<file path="src/rtl/md_port_regs_if.sv">
// CPU access bus for one MegaDrive port register block.
// Handshake: the CPU raises cpu_sel for one cycle; the block answers with cpu_ack one cycle later.
interface md_port_regs_if;
    logic       cpu_sel;
    logic       cpu_we;
    logic [2:0] cpu_addr;
    logic [7:0] cpu_din;
    logic [7:0] cpu_dout;
    logic       cpu_ack;

    modport master (
        output cpu_sel, cpu_we, cpu_addr, cpu_din,
        input  cpu_dout, cpu_ack
    );

    modport slave (
        input  cpu_sel, cpu_we, cpu_addr, cpu_din,
        output cpu_dout, cpu_ack
    );
endinterface

</file>
<file path="src/rtl/md_port_regs.sv">
// 68k-visible DATA/CTRL registers, pin drive/sample and TH interrupt for one controller port.
// Optional serial (TX on pin 4, RX on pin 5) is built when MD_PORT_SERIAL_EN is defined.
module md_port_regs #(
    parameter int         CLK_HZ   = 53693175,
    parameter logic [7:0] DATA_RST = 8'h7F
) (
    input  logic           clk,
    input  logic           reset,
    md_port_regs_if.slave  cpu,
    output logic [6:0]     port_in,
    output logic [6:0]     port_dir,
    input  logic [6:0]     port_out,
    output logic           th_int,
    output logic           ser_int
);

    logic [7:0] r_data;
    logic [7:0] r_ctrl;
    logic [7:0] r_dout;
    logic       r_ack;
    logic [6:0] r_smp;
    logic       r_th_d;
    logic       r_th_int;

    logic       w_wr;
    logic       w_rd;
    logic [7:0] w_data_rd;
    logic [7:0] w_ser_rd;
    logic [7:0] w_rd_mux;

    assign w_wr = cpu.cpu_sel & cpu.cpu_we;
    assign w_rd = cpu.cpu_sel & ~cpu.cpu_we;

    // Output bits read back the latch, input bits read the sampled pin.
    assign w_data_rd = {r_data[7], (r_data[6:0] & r_ctrl[6:0]) | (r_smp & ~r_ctrl[6:0])};

    always_comb begin
        w_rd_mux = w_ser_rd;
        case (cpu.cpu_addr)
            3'd0:    w_rd_mux = w_data_rd;
            3'd1:    w_rd_mux = r_ctrl;
            default: w_rd_mux = w_ser_rd;
        endcase
    end

    always_ff @(posedge clk) begin
        if (reset) begin
            r_data   <= DATA_RST;
            r_ctrl   <= 8'h00;
            r_dout   <= 8'h00;
            r_ack    <= 1'b0;
            r_smp    <= 7'h7F;
            r_th_d   <= 1'b1;
            r_th_int <= 1'b0;
        end else begin
            r_ack <= cpu.cpu_sel;
            r_smp <= port_out;
            // th_d follows smp every cycle, which also reloads it on CTRL writes,
            // so a direction flip on a low pin cannot look like an edge.
            r_th_d   <= r_smp[6];
            r_th_int <= r_th_d & ~r_smp[6] & r_ctrl[7] & ~r_ctrl[6];
            if (w_wr && cpu.cpu_addr == 3'd0) r_data <= cpu.cpu_din;
            if (w_wr && cpu.cpu_addr == 3'd1) r_ctrl <= cpu.cpu_din;
            if (w_rd) r_dout <= w_rd_mux;
        end
    end

    assign cpu.cpu_ack  = r_ack;
    assign cpu.cpu_dout = r_dout;
    assign th_int       = r_th_int;

`ifdef MD_PORT_SERIAL_EN
    localparam int CW = $clog2(CLK_HZ / 300 + 1);

    typedef enum logic [0:0] {TX_IDLE, TX_SEND} tx_state_t;
    typedef enum logic [1:0] {RX_IDLE, RX_START, RX_DATA, RX_STOP} rx_state_t;

    logic [7:0]    r_txdata;
    logic [7:0]    r_rxdata;
    logic [4:0]    r_cfg;
    logic          r_rx_err;
    logic          r_rx_rdy;
    logic          r_tx_full;
    logic          r_ser_int;

    tx_state_t     r_tx_state;
    tx_state_t     w_tx_next;
    logic [9:0]    r_tx_sh;
    logic [CW-1:0] r_tx_cnt;
    logic [3:0]    r_tx_bit;
    logic          w_tx_load;
    logic          w_tx_tick;
    logic          w_tx_line;

    rx_state_t     r_rx_state;
    rx_state_t     w_rx_next;
    logic [7:0]    r_rx_sh;
    logic [CW-1:0] r_rx_cnt;
    logic [2:0]    r_rx_bit;
    logic          r_rx_prev;
    logic          w_rx_tick;
    logic          w_rx_done;

    logic [CW-1:0] w_period;
    logic          w_tx_en;
    logic          w_rx_en;
    logic          w_rx_line;

    assign w_tx_en   = r_cfg[1];
    assign w_rx_en   = r_cfg[2];
    assign w_rx_line = r_smp[5];
    assign w_tx_tick = (r_tx_cnt == '0);
    assign w_rx_tick = (r_rx_cnt == '0);
    assign w_tx_line = (r_tx_state == TX_IDLE) ? 1'b1 : r_tx_sh[0];

    always_comb begin
        w_period = CW'(CLK_HZ / 4800);
        case (r_cfg[4:3])
            2'd0:    w_period = CW'(CLK_HZ / 4800);
            2'd1:    w_period = CW'(CLK_HZ / 2400);
            2'd2:    w_period = CW'(CLK_HZ / 1200);
            default: w_period = CW'(CLK_HZ / 300);
        endcase
    end

    always_comb begin
        w_tx_next = r_tx_state;
        w_tx_load = 1'b0;
        case (r_tx_state)
            TX_IDLE: if (w_tx_en && r_tx_full) begin
                w_tx_load = 1'b1;
                w_tx_next = TX_SEND;
            end
            TX_SEND: if (w_tx_tick && r_tx_bit == 4'd9) w_tx_next = TX_IDLE;
            default: w_tx_next = TX_IDLE;
        endcase
    end

    always_comb begin
        w_rx_next = r_rx_state;
        case (r_rx_state)
            RX_IDLE:  if (r_rx_prev && !w_rx_line) w_rx_next = RX_START;
            RX_START: if (w_rx_tick) w_rx_next = w_rx_line ? RX_IDLE : RX_DATA;
            RX_DATA:  if (w_rx_tick && r_rx_bit == 3'd7) w_rx_next = RX_STOP;
            RX_STOP:  if (w_rx_tick) w_rx_next = RX_IDLE;
            default:  w_rx_next = RX_IDLE;
        endcase
        if (!w_rx_en) w_rx_next = RX_IDLE;
    end

    assign w_rx_done = (r_rx_state == RX_STOP) && w_rx_tick && w_rx_en;

    always_ff @(posedge clk) begin
        if (reset) begin
            r_txdata   <= 8'hFF;
            r_rxdata   <= 8'h00;
            r_cfg      <= 5'd0;
            r_rx_err   <= 1'b0;
            r_rx_rdy   <= 1'b0;
            r_tx_full  <= 1'b0;
            r_ser_int  <= 1'b0;
            r_tx_state <= TX_IDLE;
            r_tx_sh    <= '1;
            r_tx_cnt   <= '0;
            r_tx_bit   <= 4'd0;
            r_rx_state <= RX_IDLE;
            r_rx_sh    <= 8'h00;
            r_rx_cnt   <= '0;
            r_rx_bit   <= 3'd0;
            r_rx_prev  <= 1'b1;
        end else begin
            r_tx_state <= w_tx_next;
            r_rx_state <= w_rx_next;
            r_rx_prev  <= w_rx_line;

            if (w_wr && cpu.cpu_addr == 3'd4) r_cfg <= cpu.cpu_din[7:3];
            if (w_wr && cpu.cpu_addr == 3'd2) begin
                r_txdata  <= cpu.cpu_din;
                r_tx_full <= 1'b1;
            end else if (w_tx_load) begin
                r_tx_full <= 1'b0;
            end

            if (w_tx_load) begin
                r_tx_sh  <= {1'b1, r_txdata, 1'b0};
                r_tx_cnt <= w_period - 1'b1;
                r_tx_bit <= 4'd0;
            end else if (r_tx_state == TX_SEND) begin
                if (w_tx_tick) begin
                    r_tx_sh  <= {1'b1, r_tx_sh[9:1]};
                    r_tx_cnt <= w_period - 1'b1;
                    r_tx_bit <= r_tx_bit + 4'd1;
                end else begin
                    r_tx_cnt <= r_tx_cnt - 1'b1;
                end
            end

            // Idle preloads the half-bit delay so the start bit is re-checked mid-bit.
            case (r_rx_state)
                RX_IDLE: begin
                    r_rx_cnt <= (w_period >> 1) - 1'b1;
                    r_rx_bit <= 3'd0;
                end
                RX_DATA: begin
                    if (w_rx_tick) begin
                        r_rx_sh  <= {w_rx_line, r_rx_sh[7:1]};
                        r_rx_bit <= r_rx_bit + 3'd1;
                        r_rx_cnt <= w_period - 1'b1;
                    end else begin
                        r_rx_cnt <= r_rx_cnt - 1'b1;
                    end
                end
                default: r_rx_cnt <= w_rx_tick ? w_period - 1'b1 : r_rx_cnt - 1'b1;
            endcase

            // A stop sample landing on the RXDATA read cycle wins over the clear.
            if (w_rd && cpu.cpu_addr == 3'd3) begin
                r_rx_rdy <= 1'b0;
                r_rx_err <= 1'b0;
            end
            if (w_rx_done) begin
                r_rxdata <= r_rx_sh;
                r_rx_rdy <= 1'b1;
                if (!w_rx_line || r_rx_rdy) r_rx_err <= 1'b1;
            end
            r_ser_int <= w_rx_done & r_cfg[0];
        end
    end

    always_comb begin
        w_ser_rd = 8'hFF;
        case (cpu.cpu_addr)
            3'd2:    w_ser_rd = r_txdata;
            3'd3:    w_ser_rd = r_rxdata;
            3'd4:    w_ser_rd = {r_cfg, r_rx_err, r_rx_rdy, r_tx_full};
            default: w_ser_rd = 8'hFF;
        endcase
    end

    assign port_dir = {r_ctrl[6], w_rx_en ? 1'b0 : r_ctrl[5], w_tx_en ? 1'b1 : r_ctrl[4], r_ctrl[3:0]};
    assign port_in  = {r_data[6:5], w_tx_en ? w_tx_line : r_data[4], r_data[3:0]};
    assign ser_int  = r_ser_int;
`else
    logic w_unused;
    assign w_unused = (CLK_HZ == 0);
    assign w_ser_rd = 8'hFF;
    assign port_dir = r_ctrl[6:0];
    assign port_in  = r_data[6:0];
    assign ser_int  = 1'b0;
`endif

endmodule

</file>
<file path="src/flat_wrapper.sv">
// flat-port wrapper written by rule: the top's interface ports become plain ports
module md_port_regs_flat 
#(
    parameter int         CLK_HZ   = 53693175,
    parameter logic [7:0] DATA_RST = 8'h7F
)
  (clk, reset, port_in, port_dir, port_out, th_int, ser_int, cpu_cpu_sel, cpu_cpu_we, cpu_cpu_addr, cpu_cpu_din, cpu_cpu_dout, cpu_cpu_ack);
  md_port_regs_if cpu_i ();
  input  logic clk;
  input  logic reset;
  output logic [6:0] port_in;
  output logic [6:0] port_dir;
  input  logic [6:0] port_out;
  output logic th_int;
  output logic ser_int;
  input wire logic [$bits(cpu_i.cpu_sel)-1:0] cpu_cpu_sel;
  input wire logic [$bits(cpu_i.cpu_we)-1:0] cpu_cpu_we;
  input wire logic [$bits(cpu_i.cpu_addr)-1:0] cpu_cpu_addr;
  input wire logic [$bits(cpu_i.cpu_din)-1:0] cpu_cpu_din;
  output wire logic [$bits(cpu_i.cpu_dout)-1:0] cpu_cpu_dout;
  output wire logic [$bits(cpu_i.cpu_ack)-1:0] cpu_cpu_ack;
  assign cpu_i.cpu_sel = cpu_cpu_sel;
  assign cpu_i.cpu_we = cpu_cpu_we;
  assign cpu_i.cpu_addr = cpu_cpu_addr;
  assign cpu_i.cpu_din = cpu_cpu_din;
  assign cpu_cpu_dout = cpu_i.cpu_dout;
  assign cpu_cpu_ack = cpu_i.cpu_ack;
  md_port_regs #(.CLK_HZ(CLK_HZ), .DATA_RST(DATA_RST)) u_core (.clk(clk), .reset(reset), .cpu(cpu_i), .port_in(port_in), .port_dir(port_dir), .port_out(port_out), .th_int(th_int), .ser_int(ser_int));
endmodule
</file>
<file path="config.mk">
export PLATFORM = sky130hd
export DESIGN_NAME = md_port_regs_flat
export DESIGN_NICKNAME = d
export VERILOG_FILES = /design/src/rtl/md_port_regs_if.sv /design/src/rtl/md_port_regs.sv /design/src/flat_wrapper.sv
export SDC_FILE = /design/constraint.sdc
export NUM_CORES = 1
export LEC_CHECK = 0
export CAP_MARGIN = 40
export CELL_PAD_IN_SITES_DETAIL_PLACEMENT = 1
export CELL_PAD_IN_SITES_GLOBAL_PLACEMENT = 2
export CORE_ASPECT_RATIO = 0.8
export CORE_MARGIN = 5
export CORE_UTILIZATION = 24
export DETAILED_ROUTE_END_ITERATION = 12
export PLACE_DENSITY = 0.84
export SYNTH_ARGS = -nofsm -noshare
export SYNTH_HDL_FRONTEND = slang
export SYNTH_SLANG_ARGS = --single-unit
</file>
<file path="constraint.sdc">
create_clock -name clk -period 1.05 [get_ports clk]
set_input_delay 0.1575 -clock clk [delete_from_list [all_inputs] [get_ports clk]]
set_output_delay 0.1575 -clock clk [all_outputs]
set_load 0.1 [all_outputs]
</file>
Word-level counts from Yosys, hierarchy flattened
Cells that the tools add are included.
Widths: inputs -> output; s select.

storage, ports and cells
  output and inout bits = 25
  bits in writable memories = 0
  register bits after elaboration = 34
  word-level logic and storage cells = 24
  memories = 0
  latch bits = 0
  memory bits (read-only) = 0

operators by class
  reduce and logical (&&, ||, !) cells = 3
  div/mod/pow operators = 0
  $mul = 0
  eq/ne operators = 1
  order comparisons = 0
  bitwise gates (word level) = 12
  shift operators = 0
  add/sub/neg operators = 0
  multiplexer cells = 1

operators by type and width
  kind                count
  $pmux 8 s2          1
  $and 7x7->7         2
  $not 7->7           1
  $or 7x7->7          1
  $and 1x1->1         5
  $eq 3x1->1 const B  1
  $logic_not 3->1     1
  $not 1->1           3
  $logic_and 1x1->1   2

Depth between registers and ports, before layout
  word-level depth = 4
  mapped depth = 5
  depth with buffers taken out = 3

Worst setup path after synthesis
Ideal clock, no wire load.

  path type = reg2reg
  start = register, netlist name u_core.cpu.cpu_dout[0]
  end = register u_core.r_dout[0] (netlist: u_core.cpu.cpu_dout[0])
  slack = -0.274 ns
  arrival time = 1.238 ns
  library setup time = 0.086 ns
  buffers on the path = 0
  cell stages (with the launch flop) = 3
  period minus slack after synthesis = 1.324 ns
  cells stage by stage = dfxtp_1 -> nor2_1 -> a211oi_1

RTL lines
  item                  line                source
  end signal, assigned  md_port_regs.sv:64  if (w_rd) r_dout <= w_rd_mux;
  end, declared         md_port_regs.sv:19  logic [7:0] r_dout;

Worst setup path in the final report
  start = register u_core.r_ctrl[0]
  end = output port port_dir[0]

RTL lines
  item                    line                source
  start, declared         md_port_regs.sv:18  logic [7:0] r_ctrl;
  start signal, assigned  md_port_regs.sv:63  if (w_wr && cpu.cpu_addr == 3'd1) r_ctrl <= cpu.cpu_din;
  end, declared           flat_wrapper.sv:12  output logic [6:0] port_dir;

No word-level cell between the ends.

==> results.txt <==
Fraction of the mapped netlist area in adder cells: 0%. The cell with the largest stage delay on the worst path is sky130_fd_sc_hd__dfxtp_2. In this run the core area contains 25 standard-cell rows. The run gives 34 as the number of sinks handled by clock tree synthesis. After synthesis, the cell types taking the most area are sky130_fd_sc_hd__dfxtp_1 45%, sky130_fd_sc_hd__mux2i_1 11%, sky130_fd_sc_hd__nand2b_1 8.3%. Synthesis produced a netlist whose cell count is 160. Clock root buffer: sky130_fd_sc_hd__clkbuf_8. The final critical path takes up 95.76% of the cycle. After routing the design area is 0.002414 sq mm.

Counting every net in the synthesized netlist gives 182. Entering global routing, the biggest net connects 41 pins. The type of origin of the critical path was a flip-flop. The total cell area at the placement stage was 0.002276 sq mm. The total of hold buffers inserted after clock tree synthesis is 0. Count of buffers inserted at the top-level ports: 45. Setup repair after global routing left no endpoint under its margin. The run gives 0 as the DRC violation count after routing. Yosys printed 0 warnings. The tools report the minimum setup slack after placement as -0.5299 ns.

After global routing the overflow that remains totals 0. Global routing consumed, over all layers together, 10.61% of the routing resources. The layout has 661 filler cells. The H-tree generated during clock tree synthesis spans 2 levels. The initial utilization of the core area, before any placement, comes to 24.98%. The top cell type by total area after synthesis is sky130_fd_sc_hd__dfxtp_1. The post-synthesis xor/xnor area fraction is 0%, and the clock skew after layout is 0.003515 ns.

The critical path starts at u_core.r_ctrl[0]$_SDFFE_PP0P_. The synthesized netlist devotes 8.590% of its cell area to compound gates. The layout overhead on the synthesized area works out to 60.88%.

The fraction of layout cells with a size suffix above 1 is 41.09%. Combinational family with the most area after synthesis: simple AND/OR/NAND/NOR gates. Total die area: 0.007942 sq mm. The startpoint-to-endpoint class of the critical path is flip-flop to primary output. The number of buffer and inverter instances along the worst setup path was 1; the number of detailed-routing iterations run before antenna repair was 4. The highest fanout seen on the critical path was 4. The power density over the cells is 1239 mW/mm^2.

Measured against the total synthesized area, the mux share comes to 11.34%. The average wire length per cell after detail routing was 14.78 um. The final-report max-slew violation count was 0.

STA puts the critical path data arrival time at 0.85 ns. The synthesized design devotes to its leading area cell type 45.37% of total area. The count of final hold-check violations was 0; the met1 usage was 12.26%.

In this run, synthesis produced a sequential element count of 34. In this run the count of I/O pins placed on the die edge is 47. Most utilized layer in the global route result: met2. The signal on the critical path passes through buf_12. Post-synthesis average cell area: 9.376 sq um.

The detail route stage leaves a number of antenna-violating nets equal to 0. Met3 usage in global routing: 3.993%. For the peak ir drop on the vdd network, the log shows 0.6595 mV. Summed over all nets, the half-perimeter wirelength after detailed placement is 2974 um. On the final layout, the worst hold slack is 0.1395 ns. Setup violations remaining at the end of the flow were counted as 0. Timing would allow up to 0.9945 GHz. The top cell types in the final layout, fill and taps aside, are 26 x sky130_fd_sc_hd__nor2_1, 26 x sky130_fd_sc_hd__buf_12, 22 x sky130_fd_sc_hd__dfxtp_2, 20 x sky130_fd_sc_hd__nand2b_1, 17 x sky130_fd_sc_hd__mux2i_1.

The post-synthesis cell type count came out at 21. The logs give 1189 for the routed via count and 4183 um for the total wire length. In this run the horizontal extent of the chip is 98.40 um.

For met2 alone, demand over resource in global routing was 18.62%. The share of the Yosys chip area taken by registers is 45.37%. The gate family responsible for the most delay along the worst path was flip-flops.

The via count of the first global-routing pass came out at 1334. Summing internal, switching and leakage power gives 2.990 mW. The worst hold path begins at cpu_cpu_sel. The capturing element type of the critical path was a primary output. The die is 80.72 um tall.

The later pin in the worst-skew pair is clocked with a latency of 0.28 ns. The count of cells in the finished layout, fillers not included, comes to 283. TritonCTS built the clock tree.

The number of cells in the design after placement is 275, and the worst setup slack after layout is 0.04451 ns. The run gives 0 as the max-capacitance violation count. The cell area that synthesis handed to floorplanning was 0.001500 sq mm. The first global-routing pass estimated 6555 um of wire. Required time reported for the critical path endpoint: 0.89 ns. The run gives 0.7364 as the final weighted congestion in routability-driven placement. The clock slew seen by the registers of the worst setup and hold paths came out at 0.06 ns.

Counting along the longest clock path gives a buffer depth of 2. The simple-gate portion of the synthesized area came out at 23.94%. The number of buffers created by CTS came out at 5. The worst hold path belongs to the class primary input to flip-flop.

The delay of the slowest cell on the worst path works out to 0.38 ns. Subtracting the final worst setup slack from the clock period gives 1.005 ns. The floorplan step defined a core boundary enclosing 0.006006 sq mm. Number of antenna violations at the first check in global routing: 0. The startpoint identified for the worst register-to-register timing path is u_core.r_ctrl[3]$_SDFFE_PP0P_. The vias per cell is 4.201, and the reported leakage power is 0.9134 nW. Net count of the finished layout: 225.

The repair_antennas step left the layout with diodes totalling 0. The tools report the DRC violation total after the first TritonRoute iteration as 7. The run finished with clean final reports.
[cells in the mapped netlist]
master,count
sky130_fd_sc_hd__dfxtp_1,34
sky130_fd_sc_hd__nor2_1,26
sky130_fd_sc_hd__nand2b_1,20
sky130_fd_sc_hd__mux2i_1,17
sky130_fd_sc_hd__buf_4,15
sky130_fd_sc_hd__a211oi_1,8
sky130_fd_sc_hd__or2_2,7
sky130_fd_sc_hd__clkbuf_1,5
sky130_fd_sc_hd__nor2b_1,5
sky130_fd_sc_hd__a21oi_1,4
sky130_fd_sc_hd__o21a_1,4
sky130_fd_sc_hd__buf_2,3
sky130_fd_sc_hd__o22ai_1,3
sky130_fd_sc_hd__nand2_1,2
sky130_fd_sc_hd__buf_6,1
sky130_fd_sc_hd__conb_1,1
sky130_fd_sc_hd__nor3_1,1
sky130_fd_sc_hd__nor3b_2,1
sky130_fd_sc_hd__nor4_4,1
sky130_fd_sc_hd__nor4b_1,1
sky130_fd_sc_hd__or2_1,1
[metrics by stage]
stage / TNS, ns / utilization (%)
2_1_floorplan: -0.1430 / -
3_3_place_gp: -10.82 / 37.90
3_5_place_dp: -12.14 / 37.90
4_1_cts: 0 / 39.65
5_1_grt: 0 / 40.19
6_report: 0 / 40.19
[cell families after synthesis]
family | after synthesis
compound gates | 19
flops | 34
mux | 17
simple gates | 65
other cells | 1
buf+inv | 24
[worst reg2reg max path, cell delays in order (launching register included)]
cell,delay [ns]
sky130_fd_sc_hd__dfxtp_2,0.34
sky130_fd_sc_hd__buf_4,0.14
sky130_fd_sc_hd__nor2_1,0.11
sky130_fd_sc_hd__a21oi_1,0.08
sky130_fd_sc_hd__a211oi_1,0.21
[worst paths after layout]
path,to,slack [ns],depth (start not counted)
worst min-delay path,u_core.cpu.cpu_ack$_SDFF_PP0_,0.14,2
worst max-delay path,port_dir[0],0.04,1
worst min register to register,u_core.th_int$_SDFF_PP0_,0.42,2
worst max register to register,u_core.cpu.cpu_dout[3]$_SDFFE_PP0P_,0.08,4
[flip-flops by register name, summed over array words and instances, names as in the netlist]
name                 count
u_core.cpu.cpu_ack       1
u_core.r_th_d            1
u_core.cpu.cpu_dout      8
u_core.r_smp             7
u_core.r_data            8
u_core.r_ctrl            8
u_core.th_int            1
[cell type report]
class	count	area [sq um]	area share [%]
Timing Repair Buffer	60	834.6	34.58
Sequential cell	34	715.7	29.65
Multi-Input combinational cell	102	679.4	28.15
Tap cell	81	101.3	4.199
Clock buffer	6	82.58	3.421
[power breakdown]
| group | internal (mW) | leakage [nW] | switching, mW | total [mW] |
|---|---|---|---|---|
| clock | 0.506 | 0.0431 | 0.447 | 0.953 |
| combinational | 0.282 | 0.587 | 0.376 | 0.658 |
| sequential | 1.34 | 0.283 | 0.0392 | 1.38 |
| total | 2.13 | 0.913 | 0.863 | 2.99 |
[repair_timing]
action	CTS	global route
buffers inserted	4	0
setup endpoints to repair	37	18
gates resized for setup	20	11
pin swaps	2	1
cloned	0	1
[per-layer routing]
metal	vias up	share of wire, %
met4	0	0.65
met1	561	43
met2	29	51
met3	4	5.1
met5	-	0
li1	595	-
(Power assumes the default switching activity.)
